$ cat config.mk
export PLATFORM = sky130hd
export DESIGN_NAME = rin_seq_gen
export DESIGN_NICKNAME = d
export VERILOG_FILES = /design/src/rtl/rin_seq_gen.sv
export SDC_FILE = /design/constraint.sdc
export NUM_CORES = 1
export LEC_CHECK = 0
export ABC_AREA = 1
export CAP_MARGIN = 25
export CORE_UTILIZATION = 25
export CTS_CLUSTER_SIZE = 28
export DETAILED_ROUTE_END_ITERATION = 10
export MAX_ROUTING_LAYER = met4
export SKIP_LAST_GASP = 1
export SLEW_MARGIN = 30
export SYNTH_ARGS = -nofsm -noshare
export SYNTH_HDL_FRONTEND = slang
export SYNTH_SLANG_ARGS = --single-unit
$ cat constraint.sdc
create_clock -name clk -period 1.55 [get_ports clk]
set_input_delay 0.31 -clock clk [delete_from_list [all_inputs] [get_ports clk]]
set_output_delay 0.31 -clock clk [all_outputs]
set_load 0.01 [all_outputs]
$ cat src/rtl/rin_seq_gen.sv
// rin_seq_gen: stimulus transmitter for the a/b three-state recognizer.
// On an accepted start it steers the recognizer S0 -> S1 -> S2. It holds the
// recognizer in S2 for len cycles (or until abort), then returns it to S0
// through a 00 pattern. A shadow copy of the recognizer runs from this block's
// own a/b. The shadow output is compared live against the real recognizer's y.
module rin_seq_gen #(
  parameter int LEN_W = 4
) (
  input  logic             clk,
  input  logic             reset,
  input  logic             start,
  input  logic [LEN_W-1:0] len,
  input  logic             abort,
  input  logic             y_obs,
  output logic             a,
  output logic             b,
  output logic             busy,
  output logic             done,
  output logic             y_exp,
  output logic             err
);

  // Sequencer states.
  localparam logic [2:0] ST_IDLE  = 3'd0;
  localparam logic [2:0] ST_OPEN1 = 3'd1;
  localparam logic [2:0] ST_OPEN2 = 3'd2;
  localparam logic [2:0] ST_HOLD  = 3'd3;
  localparam logic [2:0] ST_CLOSE = 3'd4;
  localparam logic [2:0] ST_DONE  = 3'd5;

  // Shadow recognizer states.
  localparam logic [1:0] SH_S0 = 2'd0;
  localparam logic [1:0] SH_S1 = 2'd1;
  localparam logic [1:0] SH_S2 = 2'd2;

  // The HOLD a/b pattern steps through three phases: 01, 10, 11.
  localparam logic [1:0] PH_01 = 2'd0;
  localparam logic [1:0] PH_10 = 2'd1;
  localparam logic [1:0] PH_11 = 2'd2;

  logic [2:0]       state;
  logic [2:0]       state_nxt;
  logic [LEN_W-1:0] hold_cnt;
  logic [1:0]       phase;
  logic [1:0]       shadow;
  logic [1:0]       shadow_nxt;
  logic             accept;
  logic             hold_last;

  // A start counts only in IDLE. A start seen in DONE or while busy is dropped.
  assign accept = (state == ST_IDLE) && start;

  // HOLD ends on its final counted cycle. The counter never sits at zero inside HOLD,
  // but that case still exits so a corrupted count cannot trap the FSM.
  assign hold_last = (hold_cnt <= LEN_W'(1));

  // Next-state logic for the sequencer.
  always_comb begin
    state_nxt = state;
    case (state)
      ST_IDLE:  if (start) state_nxt = ST_OPEN1;
      ST_OPEN1: state_nxt = ST_OPEN2;
      ST_OPEN2: state_nxt = (hold_cnt != '0) ? ST_HOLD : ST_CLOSE;
      ST_HOLD:  if (abort || hold_last) state_nxt = ST_CLOSE;
      ST_CLOSE: state_nxt = ST_DONE;
      ST_DONE:  state_nxt = ST_IDLE;
      default:  state_nxt = ST_IDLE;
    endcase
  end

  // Sequencer state register.
  always_ff @(posedge clk or posedge reset) begin
    if (reset) state <= ST_IDLE;
    else       state <= state_nxt;
  end

  // Hold counter: loaded on an accepted start and counted down in HOLD without wrapping.
  always_ff @(posedge clk or posedge reset) begin
    if (reset) begin
      hold_cnt <= '0;
    end else if (accept) begin
      hold_cnt <= len;
    end else if ((state == ST_HOLD) && (hold_cnt != '0)) begin
      hold_cnt <= hold_cnt - LEN_W'(1);
    end
  end

  // HOLD pattern phase: restarts at 01 on every HOLD entry, then rotates 01 -> 10 -> 11.
  always_ff @(posedge clk or posedge reset) begin
    if (reset) begin
      phase <= PH_01;
    end else if (state == ST_OPEN2) begin
      phase <= PH_01;
    end else if (state == ST_HOLD) begin
      phase <= (phase == PH_11) ? PH_01 : phase + 2'd1;
    end
  end

  // Moore output decode from the state and phase registers only.
  always_comb begin
    a    = 1'b1;
    b    = 1'b1;
    busy = 1'b0;
    done = 1'b0;
    case (state)
      ST_IDLE: begin
        a = 1'b1;
        b = 1'b1;
      end
      ST_OPEN1: begin
        a    = 1'b0;
        b    = 1'b1;
        busy = 1'b1;
      end
      ST_OPEN2: begin
        a    = 1'b1;
        b    = 1'b0;
        busy = 1'b1;
      end
      ST_HOLD: begin
        busy = 1'b1;
        case (phase)
          PH_01:   begin a = 1'b0; b = 1'b1; end
          PH_10:   begin a = 1'b1; b = 1'b0; end
          default: begin a = 1'b1; b = 1'b1; end
        endcase
      end
      ST_CLOSE: begin
        a    = 1'b0;
        b    = 1'b0;
        busy = 1'b1;
      end
      ST_DONE: begin
        a    = 1'b1;
        b    = 1'b1;
        done = 1'b1;
      end
      default: begin
        a = 1'b1;
        b = 1'b1;
      end
    endcase
  end

  // Shadow recognizer transition function, driven by this block's own a/b.
  always_comb begin
    shadow_nxt = shadow;
    case (shadow)
      SH_S0:   shadow_nxt = a ? SH_S0 : SH_S1;
      SH_S1:   shadow_nxt = b ? SH_S0 : SH_S2;
      SH_S2:   shadow_nxt = (a | b) ? SH_S2 : SH_S0;
      default: shadow_nxt = SH_S0;
    endcase
  end

  // Shadow recognizer state register. It shares reset with the real recognizer.
  always_ff @(posedge clk or posedge reset) begin
    if (reset) shadow <= SH_S0;
    else       shadow <= shadow_nxt;
  end

  assign y_exp = (shadow == SH_S2);

  // Sticky mismatch flag. It watches only while a sequence is active and clears on a new start.
  always_ff @(posedge clk or posedge reset) begin
    if (reset) begin
      err <= 1'b0;
    end else if (accept) begin
      err <= 1'b0;
    end else if ((busy | done) && (y_obs != y_exp)) begin
      err <= 1'b1;
    end
  end

endmodule

# [Word-level counts from Yosys, hierarchy flattened]
# Cells that the tools add are included.
[op_classes] addsub=2 n_lt_le_gt_ge=1 eq_ne=12 muxes=21 bitwise=2 reduce_logical=15
[ops] operator="$pmux 3 s5" count=1
[ops] operator="$mux 2" count=5
[ops] operator="$mux 3" count=3
[ops] operator="$mux 4" count=2
[ops] operator="$mux 1" count=7
[ops] operator="$eq 3x2->1 const B" count=2
[ops] operator="$eq 3x3->1 const B" count=2
[ops] operator="$pmux 2 s3" count=1
[ops] operator="$reduce_bool 2->1" count=3
[ops] operator="$eq 2x1->1 const B" count=2
[ops] operator="$eq 2x2->1 const B" count=2
[ops] operator="$le 4x1->1 const B" count=1
[ops] operator="$logic_not 2->1" count=2
[ops] operator="$ne 2x2->1 const B" count=2
[ops] operator="$pmux 1 s2" count=2
[ops] operator="$reduce_bool 4->1" count=1
[ops] operator="$reduce_or 2->1" count=2
[ops] operator="$reduce_or 4->1" count=1
[ops] operator="$sub 4x1->4 const B" count=1
[ops] operator="$eq 3x1->1 const B" count=1
[ops] operator="$logic_and 1x1->1" count=3
[ops] operator="$logic_not 3->1" count=1
[ops] operator="$add 2x1->2 const B" count=1
[ops] operator="$or 1x1->1" count=2
[ops] operator="3 further kinds" count=3
[totals] register_bits=12 in_bits=9 output_inout_bits=6 wordCells=58

# [Logic depth before layout (Yosys ltp)]
[depth] ltp_word=7 depth_mapped=8 ltp_nobuf=8

# [Least setup slack after synthesis]
# No wires, ideal clock.
[synth_timing] path_type="register -> output" startpoint="register state[0]" endpoint="output a" arrival_ns=0.901 required_ns=1.240 setup_slack_ns=0.339 path_stages_with_launch=4 path_cell_list="dfrtp_1 > nor2_1 > nand2_1 > and3_1"
[synth_between] elab_chain_cells=3 word_cells_on_any_way=5
[synth_rtl] element="start, declared" line="41" source="logic [2:0] state;"
[synth_rtl] element="start signal, assigned" line="74" source="else state <= state_nxt;"
[synth_rtl] element="$eq 3x3->1 / $eq 3x1->1 (equally long branches)" line="105" source="case (state)"
[synth_rtl] element="$reduce_or 2->1 (no source line)"
[synth_rtl] element="$pmux 1 s2 *" line="105"
[synth_rtl] element="end, declared" line="15" source="output logic a,"
# Mark *: on every way between the ends. The rest lies on a longest branch, timed or not.

# [Final worst setup path]
[layout_timing] startpoint="register state[2]" endpoint="output b"
[layout_between] elab_chain_cells=3 word_cells_on_any_way=5
[layout_rtl] element="$eq 3x2->1 / $eq 3x3->1 (equally long branches)" line="105"
[layout_rtl] element="$reduce_or 2->1 (no source line)"
[layout_rtl] element="$pmux 1 s2 *" line="105"
[layout_rtl] element="end, declared" line="16" source="output logic b,"
# Marked as above.

==> flow_metrics.env <==
export IMPL_slew_viol_final=0
export IMPL_die_w_um=57.0
export IMPL_critPathKind="reg -> out"
export IMPL_slew_limit_headroom=0.678
export IMPL_use_met2=0.215
export IMPL_dp_worst_setup_slack_ns=-0.158
export IMPL_globalRouteTotalUtil=0.122
export IMPL_grt_setup_unrepaired="yes"
export IMPL_fmax_mhz=611
export IMPL_rows=19
export IMPL_ys_seq_area_frac=0.397
export IMPL_synth_avg_cell_area_um2=6.57
export IMPL_hold_viol=0
export IMPL_clk_pin_slew_worst_paths_ns=0.08
export IMPL_gp_congestion=0.801
export IMPL_syn_nets=126
export IMPL_htreeDepth=1
export IMPL_fin_crit_ns=1.64
export IMPL_leakage_nw=0.647
export IMPL_cap_viol_max_count=0
export IMPL_syn_area_um2=756
export IMPL_finalClockSkew_ns=0.00541
export IMPL_drt_iter0_markers=4
export IMPL_grt_most_used_layer="met2"
export IMPL_vdd_drop_max_uv=827
export IMPL_postCtsHoldBufs=0
export IMPL_diodes=0
export IMPL_drive_above_1_share=0.257
export IMPL_final_cell_mix="nand2_1 (38), inv_1 (24), buf_4 (18)"
export IMPL_use_met3=0.0476
export IMPL_first_global_vias=736
export IMPL_met1_usage=0.131
export IMPL_setup_violations=3
export IMPL_hp_class="in -> async"
export IMPL_critical_path_arrival_ns=1.33
export IMPL_initial_utilization=0.269
export IMPL_cp_end_kind="primary output"
export IMPL_via_per_inst=4.45
export IMPL_numPortBuffers=14
export IMPL_hpwl_um=1400
export IMPL_cts_buffer_depth=2
export IMPL_final_common_cell="nand2_1"
export IMPL_grt_overflow_total=0
export IMPL_p_per_area_mw_per_mm2=2030
export IMPL_routedWlPerCell_um=9.73
export IMPL_fin_ws_ns=-0.0865
export IMPL_syn2layout_area_growth_pct=49.2
export IMPL_yosysTopAreaCell="dfrtp_1"
export IMPL_period_share=1.06
export IMPL_netlist_cell_type_count=15
export IMPL_status="finished, violations left"
export IMPL_core_area_mm2=0.00281
export IMPL_violations="design-rule violations, negative setup slack"
export IMPL_cts_buffers=3
export IMPL_n_fill_cell=307
export IMPL_post_route_util=0.402
export IMPL_ys_top_cells_by_area="dfrtp_1 (40%), nand2_1 (20%), inv_1 (13%)"
export IMPL_num_vias=815
export IMPL_cts_num_sinks=12
export IMPL_ys_seq_elements=12
export IMPL_fp_dieH_um=57.0
export IMPL_routed_wl_um=1780
export IMPL_post_route_drc_count=3
export IMPL_grt_max_degree=13
export IMPL_synth_top_area_share=0.397
export IMPL_yosysWarnings=0
export IMPL_clk_latency_ns=0.27
export IMPL_start_kind="register"
export IMPL_io_pins=15
export IMPL_drtAntennaViolNets=0
export IMPL_register_area_um2=300
export IMPL_root_buffer="clkbuf_4"
export IMPL_cts_tree="built"
export IMPL_layout_nets=164
export IMPL_layout_cells_non_filler=183
export IMPL_worstMarginPinSlew_ns=0.483
export IMPL_crit_fanout=4
export IMPL_firstDrtPassIters=6
export IMPL_fp_dieArea_mm2=0.00325
export IMPL_multi_input_area_um2=383
export IMPL_antenna_found_initial=0
export IMPL_grt_pass1_wl_um=2940
export IMPL_required_ns=1.24
export IMPL_synth_cells=115
export IMPL_dp_cells=172
==> path summary, 6_finish.rpt <==
check | to | startpoint | slack (ns) | depth (start not counted)
min | phase[1]$_DFFE_PP0P_ | reset | 0.35 | 2
max | b | state[2]$_DFFE_PP0P_ | -0.09 | 6
max in group asynchronous | hold_cnt[1]$_DFFE_PP0P_ | reset | 0.87 | 2
min in group clk | hold_cnt[1]$_DFFE_PP0P_ | hold_cnt[1]$_DFFE_PP0P_ | 0.51 | 2
min reg2reg | hold_cnt[1]$_DFFE_PP0P_ | hold_cnt[1]$_DFFE_PP0P_ | 0.51 | 2
max reg2reg | hold_cnt[3]$_DFFE_PP0P_ | state[2]$_DFFE_PP0P_ | 0.18 | 9
==> cell families after synthesis <==
kind of cell,share of synthesized area
AO/OA/AOI/OAI,0.0579
AND/OR/NAND/NOR,0.382
flip-flops,0.397
adder cells (fa/ha/maj),0.0331
buffers and inverters,0.129
==> where the power goes <==
part           leakage (nW)  internal [mW]  switching, mW  total (mW)
sequential            0.151          0.463          0.116       0.579
combinational         0.475          0.710          0.747        1.46
clock                0.0210          0.143          0.106       0.248
==> cells in the mapped netlist <==
library cell  instances
nand2_1              40
inv_1                26
nand3_1              13
dfrtp_1              12
nor2_1                9
o21ai_0               3
a21oi_1               2
ha_1                  2
o22ai_1               2
a31oi_1               1
and3_1                1
nand2_2               1
nand3_2               1
nand4_1               1
nor2_4                1
==> critical path, stage by stage, from the launching register on <==
cell and delay (ns):
dfrtp_1 0.41, buf_6 0.13, nor2_4 0.15, buf_4 0.12
nand2_1 0.04, nand2_1 0.07, buf_2 0.13
==> sequential cells by signal, summed over array words and instances (netlist names) <==
signal	flops
hold_cnt	4
state	3
phase	2
shadow	2
err	1
==> layer usage <==
metal | vias up | share of wire
met5 | - | 0
met4 | 0 | 0
met3 | 0 | 0.044
met2 | 12 | 0.51
met1 | 376 | 0.44
li1 | 427 | -
==> what timing repair did <==
action | CTS | global route
setup buffers | 5 | 2
setup endpoints to repair | 5 | 4
pin swaps | 4 | 2
gates resized for setup | 19 | 7
==> through the flow <==
stage / TNS [ns] / cell area [um2] / total power [mW] / hold WS (ns)
global route: -0.448 / 1130 / 2.51 / 0.376
floorplan: 0 / 756 / 1.34 / 0.175
detailed placement: -0.481 / 1020 / 1.92 / 0.493
global placement: -0.409 / 1020 / 1.89 / 0.496
CTS: -0.281 / 1110 / 2.24 / 0.362
finish: -0.205 / 1130 / 2.28 / 0.348
==> cell type report <==
| cell class | count | area share |
|---|---|---|
| Multi-Input combinational cell | 77 | 0.340 |
| Sequential cell | 12 | 0.266 |
| Timing Repair Buffer | 33 | 0.241 |
| Inverter | 26 | 0.0866 |
| Tap cell | 31 | 0.0344 |
| Clock buffer | 4 | 0.0322 |
Note: power is estimated with default switching activity, not from simulation.
